===== src/rtl/mem_arbiter.sv =====
// Arbitrates one single-ported memory between fetch and memory stages; LATENCY+1 cycles request-to-ready.
// Requesters stall (Fo_stall/Mo_stall) until their ready pulse; MEM_ARB_RR_EN selects round-robin over fixed M priority.
module mem_arbiter #(
  parameter int LATENCY = 2,
  parameter int AW      = 32
) (
  input  logic          clk,
  input  logic          reset_x,
  input  logic          Fi_req,
  input  logic [AW-1:0] Fi_addr,
  input  logic          Fi_kill,
  output logic [31:0]   Fo_rdata,
  output logic          Fo_ready,
  output logic          Fo_stall,
  input  logic          Mi_req,
  input  logic          Mi_we,
  input  logic [3:0]    Mi_be,
  input  logic [AW-1:0] Mi_addr,
  input  logic [31:0]   Mi_wdata,
  output logic [31:0]   Mo_rdata,
  output logic          Mo_ready,
  output logic          Mo_stall,
  output logic          mem_req,
  output logic          mem_we,
  output logic [3:0]    mem_be,
  output logic [AW-1:0] mem_addr,
  output logic [31:0]   mem_wdata,
  input  logic [31:0]   mem_rdata
);

  localparam int CW = (LATENCY > 1) ? $clog2(LATENCY) : 1;
  localparam logic [CW-1:0] CNT_LAST = CW'(LATENCY - 1);

  typedef enum logic [1:0] {IDLE, BUSY, DONE} state_t;

  state_t        state, state_nxt;
  logic          owner_m;
  logic          grant, grant_m;
  logic [CW-1:0] cnt;
  logic [AW-1:0] lat_addr;
  logic          lat_we;
  logic [3:0]    lat_be;
  logic [31:0]   lat_wdata;
  logic          killed;
  logic          f_want;
  logic          last_beat;
  logic          busy;

  assign f_want    = Fi_req & ~Fi_kill;
  assign busy      = (state == BUSY);
  assign last_beat = busy && (cnt == CNT_LAST);

  always_comb begin
    state_nxt = state;
    grant     = 1'b0;
    grant_m   = owner_m;
    case (state)
      IDLE: begin
`ifdef MEM_ARB_RR_EN
        if (Mi_req && f_want) begin
          grant   = 1'b1;
          grant_m = ~owner_m;
        end else if (Mi_req) begin
          grant   = 1'b1;
          grant_m = 1'b1;
        end else if (f_want) begin
          grant   = 1'b1;
          grant_m = 1'b0;
        end
`else
        if (Mi_req) begin
          grant   = 1'b1;
          grant_m = 1'b1;
        end else if (f_want) begin
          grant   = 1'b1;
          grant_m = 1'b0;
        end
`endif
        if (grant) state_nxt = BUSY;
      end
      BUSY: begin
        if (last_beat) state_nxt = DONE;
      end
      DONE: begin
        // Only the other port may take over here; the owner's held request is stale.
        if (owner_m && f_want) begin
          grant   = 1'b1;
          grant_m = 1'b0;
        end else if (!owner_m && Mi_req) begin
          grant   = 1'b1;
          grant_m = 1'b1;
        end
        state_nxt = grant ? BUSY : IDLE;
      end
      default: state_nxt = IDLE;
    endcase
  end

  always_ff @(posedge clk or negedge reset_x) begin
    if (!reset_x) begin
      state     <= IDLE;
      owner_m   <= 1'b0;
      cnt       <= '0;
      lat_addr  <= '0;
      lat_we    <= 1'b0;
      lat_be    <= 4'h0;
      lat_wdata <= 32'h0;
      killed    <= 1'b0;
      Fo_rdata  <= 32'h0;
      Mo_rdata  <= 32'h0;
    end else begin
      state <= state_nxt;
      if (grant) begin
        owner_m <= grant_m;
        cnt     <= '0;
        killed  <= 1'b0;
        if (grant_m) begin
          lat_addr  <= Mi_addr;
          lat_we    <= Mi_we;
          lat_be    <= Mi_be;
          lat_wdata <= Mi_wdata;
        end else begin
          lat_addr  <= Fi_addr;
          lat_we    <= 1'b0;
          lat_be    <= 4'hF;
          lat_wdata <= 32'h0;
        end
      end else if (busy) begin
        cnt <= cnt + CW'(1);
        // A redirected fetch still finishes its memory cycle but must not deliver data.
        if (!owner_m && Fi_kill) killed <= 1'b1;
        if (last_beat) begin
          if (owner_m && !lat_we) Mo_rdata <= mem_rdata;
          if (!owner_m && !killed && !Fi_kill) Fo_rdata <= mem_rdata;
        end
      end
    end
  end

  assign mem_req   = busy;
  assign mem_we    = busy & lat_we;
  assign mem_be    = busy ? lat_be : 4'h0;
  assign mem_addr  = busy ? lat_addr : '0;
  assign mem_wdata = busy ? lat_wdata : 32'h0;

  assign Fo_ready = (state == DONE) & ~owner_m & ~killed;
  assign Mo_ready = (state == DONE) & owner_m;
  assign Fo_stall = Fi_req & ~Fo_ready & ~Fi_kill;
  assign Mo_stall = Mi_req & ~Mo_ready;

endmodule


===== config.mk =====
export PLATFORM = sky130hd
export DESIGN_NAME = mem_arbiter
export DESIGN_NICKNAME = d
export VERILOG_FILES = /design/src/rtl/mem_arbiter.sv
export SDC_FILE = /design/constraint.sdc
export NUM_CORES = 1
export LEC_CHECK = 0
export ABC_AREA = 1
export BUFFER_PORTS_ARGS = -buffer_cell sky130_fd_sc_hd__buf_2
export CAP_MARGIN = 20
export CORE_AREA = 2 2 125 127
export DETAILED_ROUTE_END_ITERATION = 10
export DIE_AREA = 0 0 127 129
export PLACE_DENSITY_LB_ADDON = 0.15
export SYNTH_ARGS = -nofsm -noshare
export SYNTH_HDL_FRONTEND = slang
export SYNTH_SLANG_ARGS = --single-unit

===== constraint.sdc =====
create_clock -name clk -period 1.5 [get_ports clk]
set_input_delay 0.075 -clock clk [delete_from_list [all_inputs] [get_ports clk]]
set_output_delay 0.075 -clock clk [all_outputs]
set_load 0.005 [all_outputs]

==> impl_metrics.csv <==
group,metric,value,unit
yosys,synth_cell_types,20,
power,p_sw,0.00883,W
layout,diodes,0,
layout,final_core_util,73.1,%
floorplanning,die_y,129,um
yosys,synth_edf_count,0,
status,status,"complete, but fails checks",
yosys,syn_area,6530,um^2
yosys,synth.most_common_cell,"inv_1",
global_routing,grt-ovfl-total,0,
timing,max_slew_margin,74.9,%
power,p_seq_share,29.1,%
yosys,synth_top_area_share,52.9,%
detailed_routing,firstDrtPassIters,5,
yosys,syn-mean-instance-area,7.61,um^2
timing,fin_skew,0.00830,ns
yosys,synth.largest_area_cell,"dfrtp_1",
timing,tightestPinTransition,0.377,ns
power,clkPwrFrac,19.5,%
timing,max_freq,610,MHz
global_routing,antenna_found_initial,0,
cts,path_clk_slew,0.06,ns
power,power_density,2020,nW/um^2
floorplanning,rows,45,
yosys,synthTopCellsByArea,"dfrtp_1 53%, inv_1 12%, nand2_1 9.7%",
cts,numClockSinks,138,
power,power_leakage,5.90,nW
power,combPwrFrac,51.4,%
floorplanning,coreArea,15000,um^2
yosys,synthFlopType,"dfrtp_1",
timing,finalCriticalPeriod,1.64,ns
detailed_routing,ant_nets,0,
floorplanning,die-area,16400,um^2
detailed_routing,viasPerCell,4.92,
placement,io_buffers,275,
floorplanning,dieWidth,127,um
placement,pre_cts_slack,-0.0328,ns
status,failed_checks,"negative setup slack",
hold_path,min_path_type,"primary input to register",
global_routing,grt_pass1_vias,6503,
timing,post-route-period-util,109,%
job,maxCapViolations,0,
worst_setup_path,crit_path_start_kind,"register",
worst_setup_path,worstPathMaxFanout,9,
detailed_routing,drt_iter0_markers,567,
yosys,ys_seq_elements,138,
yosys,synthArstFlopShare,100,%
yosys,yosysSeqAreaShare,52.9,%
power,swShare,40.0,%
global_routing,track_usage,24.7,%
cts,numCtsBuffers,17,
layout,area_growth,67.5,%
global_routing,grt_max_degree,65,
layout,drive_above_1_share,32.5,%
yosys,netlist_top_cells_count,"205 x inv_1, 169 x nand2_1, 138 x dfrtp_1, 94 x o21ai_0, 83 x nor2_1",
timing,setup_viol,110,
worst_setup_path,crit_arrival,1.56,ns
timing,rsz0062_at_grt,"true",
floorplanning,ioPinCount,276,
yosys,synth_warnings,0,
detailed_routing,remaining_drc_errors,0,
worst_setup_path,required,1.42,ns
detailed_routing,wl,23500,um
placement,dp_hpwl,12400,um
worst_setup_path,end_kind,"output port",
yosys,syn_nets,996,
power,p_int,0.0132,W
layout,nets,1417,
timing,fin_setup_tns,-8.33,ns
power,irDropWorstVdd,1270,uV
timing,drv_slew,0,
placement,gp_congestion,0.802,
timing,setup_ws,-0.140,ns
floorplanning,start_util,43.6,%
timing,hold_violations,0,
cts,clockBufferDepth,2,
detailed_routing,num_vias,7272,
yosys,synthCells,858,
worst_setup_path,criticalPathCategory,"register to output port",
cts,cts_tree,"built",
cts,htreeDepth,4,
global_routing,grt_pass1_wl,32000,um
cts,cts_root_buf,"clkbuf_16",
detailed_routing,wire_per_inst,15.9,um
cts,clk_latency,0.41,ns
## layout by cell type, fill, tap and decap left out, types with 7 or more instances in the layout
cell type        n
dlygate4sd3_1  125
nand4_1         32
o21ai_0         83
buf_2          274
inv_1          202
nor2_4          14
clkbuf_16       29
buf_4           11
nand2_1        166
buf_6            7
o21ai_1         15
nor2_1          38
nor2_2          32
buf_12          15
dfrtp_1        137
nand3_1         67
## cell type report
| type | count | area, um^2 |
|---|---|---|
| sequential | 138 | 3450 |
| clock inverter | 11 | 145 |
| tap | 188 | 235 |
| clock buffer | 20 | 457 |
| multi-input combinational | 463 | 2310 |
| timing repair buffer | 452 | 3560 |
| fill | 1085 | 4040 |
| inverter | 207 | 785 |
## metal layers
layer  share of wire, %  global-route usage [%]  vias up
met5                  0                       0        -
met4                2.8                    8.60        0
met3                6.8                    5.07       57
met2                 51                    41.3      369
met1                 39                    32.4     3400
li1                   -                       -     3446
## critical path, stage by stage, from the launching register on
cell     delay [ns]
dfrtp_1        0.41
nor2_4         0.11
buf_6          0.13
inv_8          0.07
buf_12         0.15
nor2_1         0.12
buf_2          0.15
## flip-flops by register name (all words and copies together) (netlist names), named ones only
register,flops
Fo_rdata,32
lat_wdata,32
state,2
lat_be,4
Mo_rdata,32
lat_addr,32
lat_we,1
cnt,1
killed,1
## worst paths after layout
kind	from	endpoint	slack, ns	depth (start not counted)
hold reg to reg	lat_addr[5]$_DFFE_PN0P_	lat_addr[5]$_DFFE_PN0P_	0.48	2
max in group asynchronous	reset_x	asynchronous set/reset pin	0.78	3
hold / removal	Fi_addr[2]	lat_addr[2]$_DFFE_PN0P_	0.01	5
setup reg to reg	register	Fo_rdata[29]$_DFFE_PN0P_	-0.08	6
setup / recovery	state[1]$_DFFE_PN0P_	mem_be[1]	-0.14	6
min in group asynchronous	reset_x	Fo_rdata[10]$_DFFE_PN0P_	0.13	2
## cell families after synthesis
group	after synthesis	synth area share, %
AOI/OAI and AO/OA	104	7.99
buffers and inverters	257	15.3
DFF	138	52.9
and+or+nand+nor	359	23.8
## timing repair
item,4_1_cts,5_1_grt
hold buffers,125,0
buffers inserted,3,6
gates resized for setup,21,75
cloned,3,19
hold endpoints to repair,272,0
endpoints found under the setup margin,82,204
pin swaps,4,2
## power groups by stage
| stage | combinational (W) | sequential (W) | clock [W] |
|---|---|---|---|
| after floorplan | 0.00483 | 0.00635 | 0 |
| after global placement | 0.00853 | 0.00638 | 0 |
| after detailed placement | 0.00866 | 0.00642 | 0 |
| after CTS | 0.00974 | 0.00638 | 0.00434 |
| after global routing | 0.0125 | 0.00662 | 0.00452 |
| final | 0.0113 | 0.00643 | 0.00429 |
## stage by stage
step	std cells	hold WS (ns)	area, um^2	total power, W
final	1479	0.0126	10900	0.0221
after global placement	1292	0.00261	8270	0.0149
after floorplan	858	-0.221	6530	0.0112
after CTS	1454	0.000774	10300	0.0205
after detailed placement	1292	-0.000417	8270	0.0151
after global routing	1479	0.0174	10900	0.0236
Note: power is estimated with default switching activity, not from simulation.
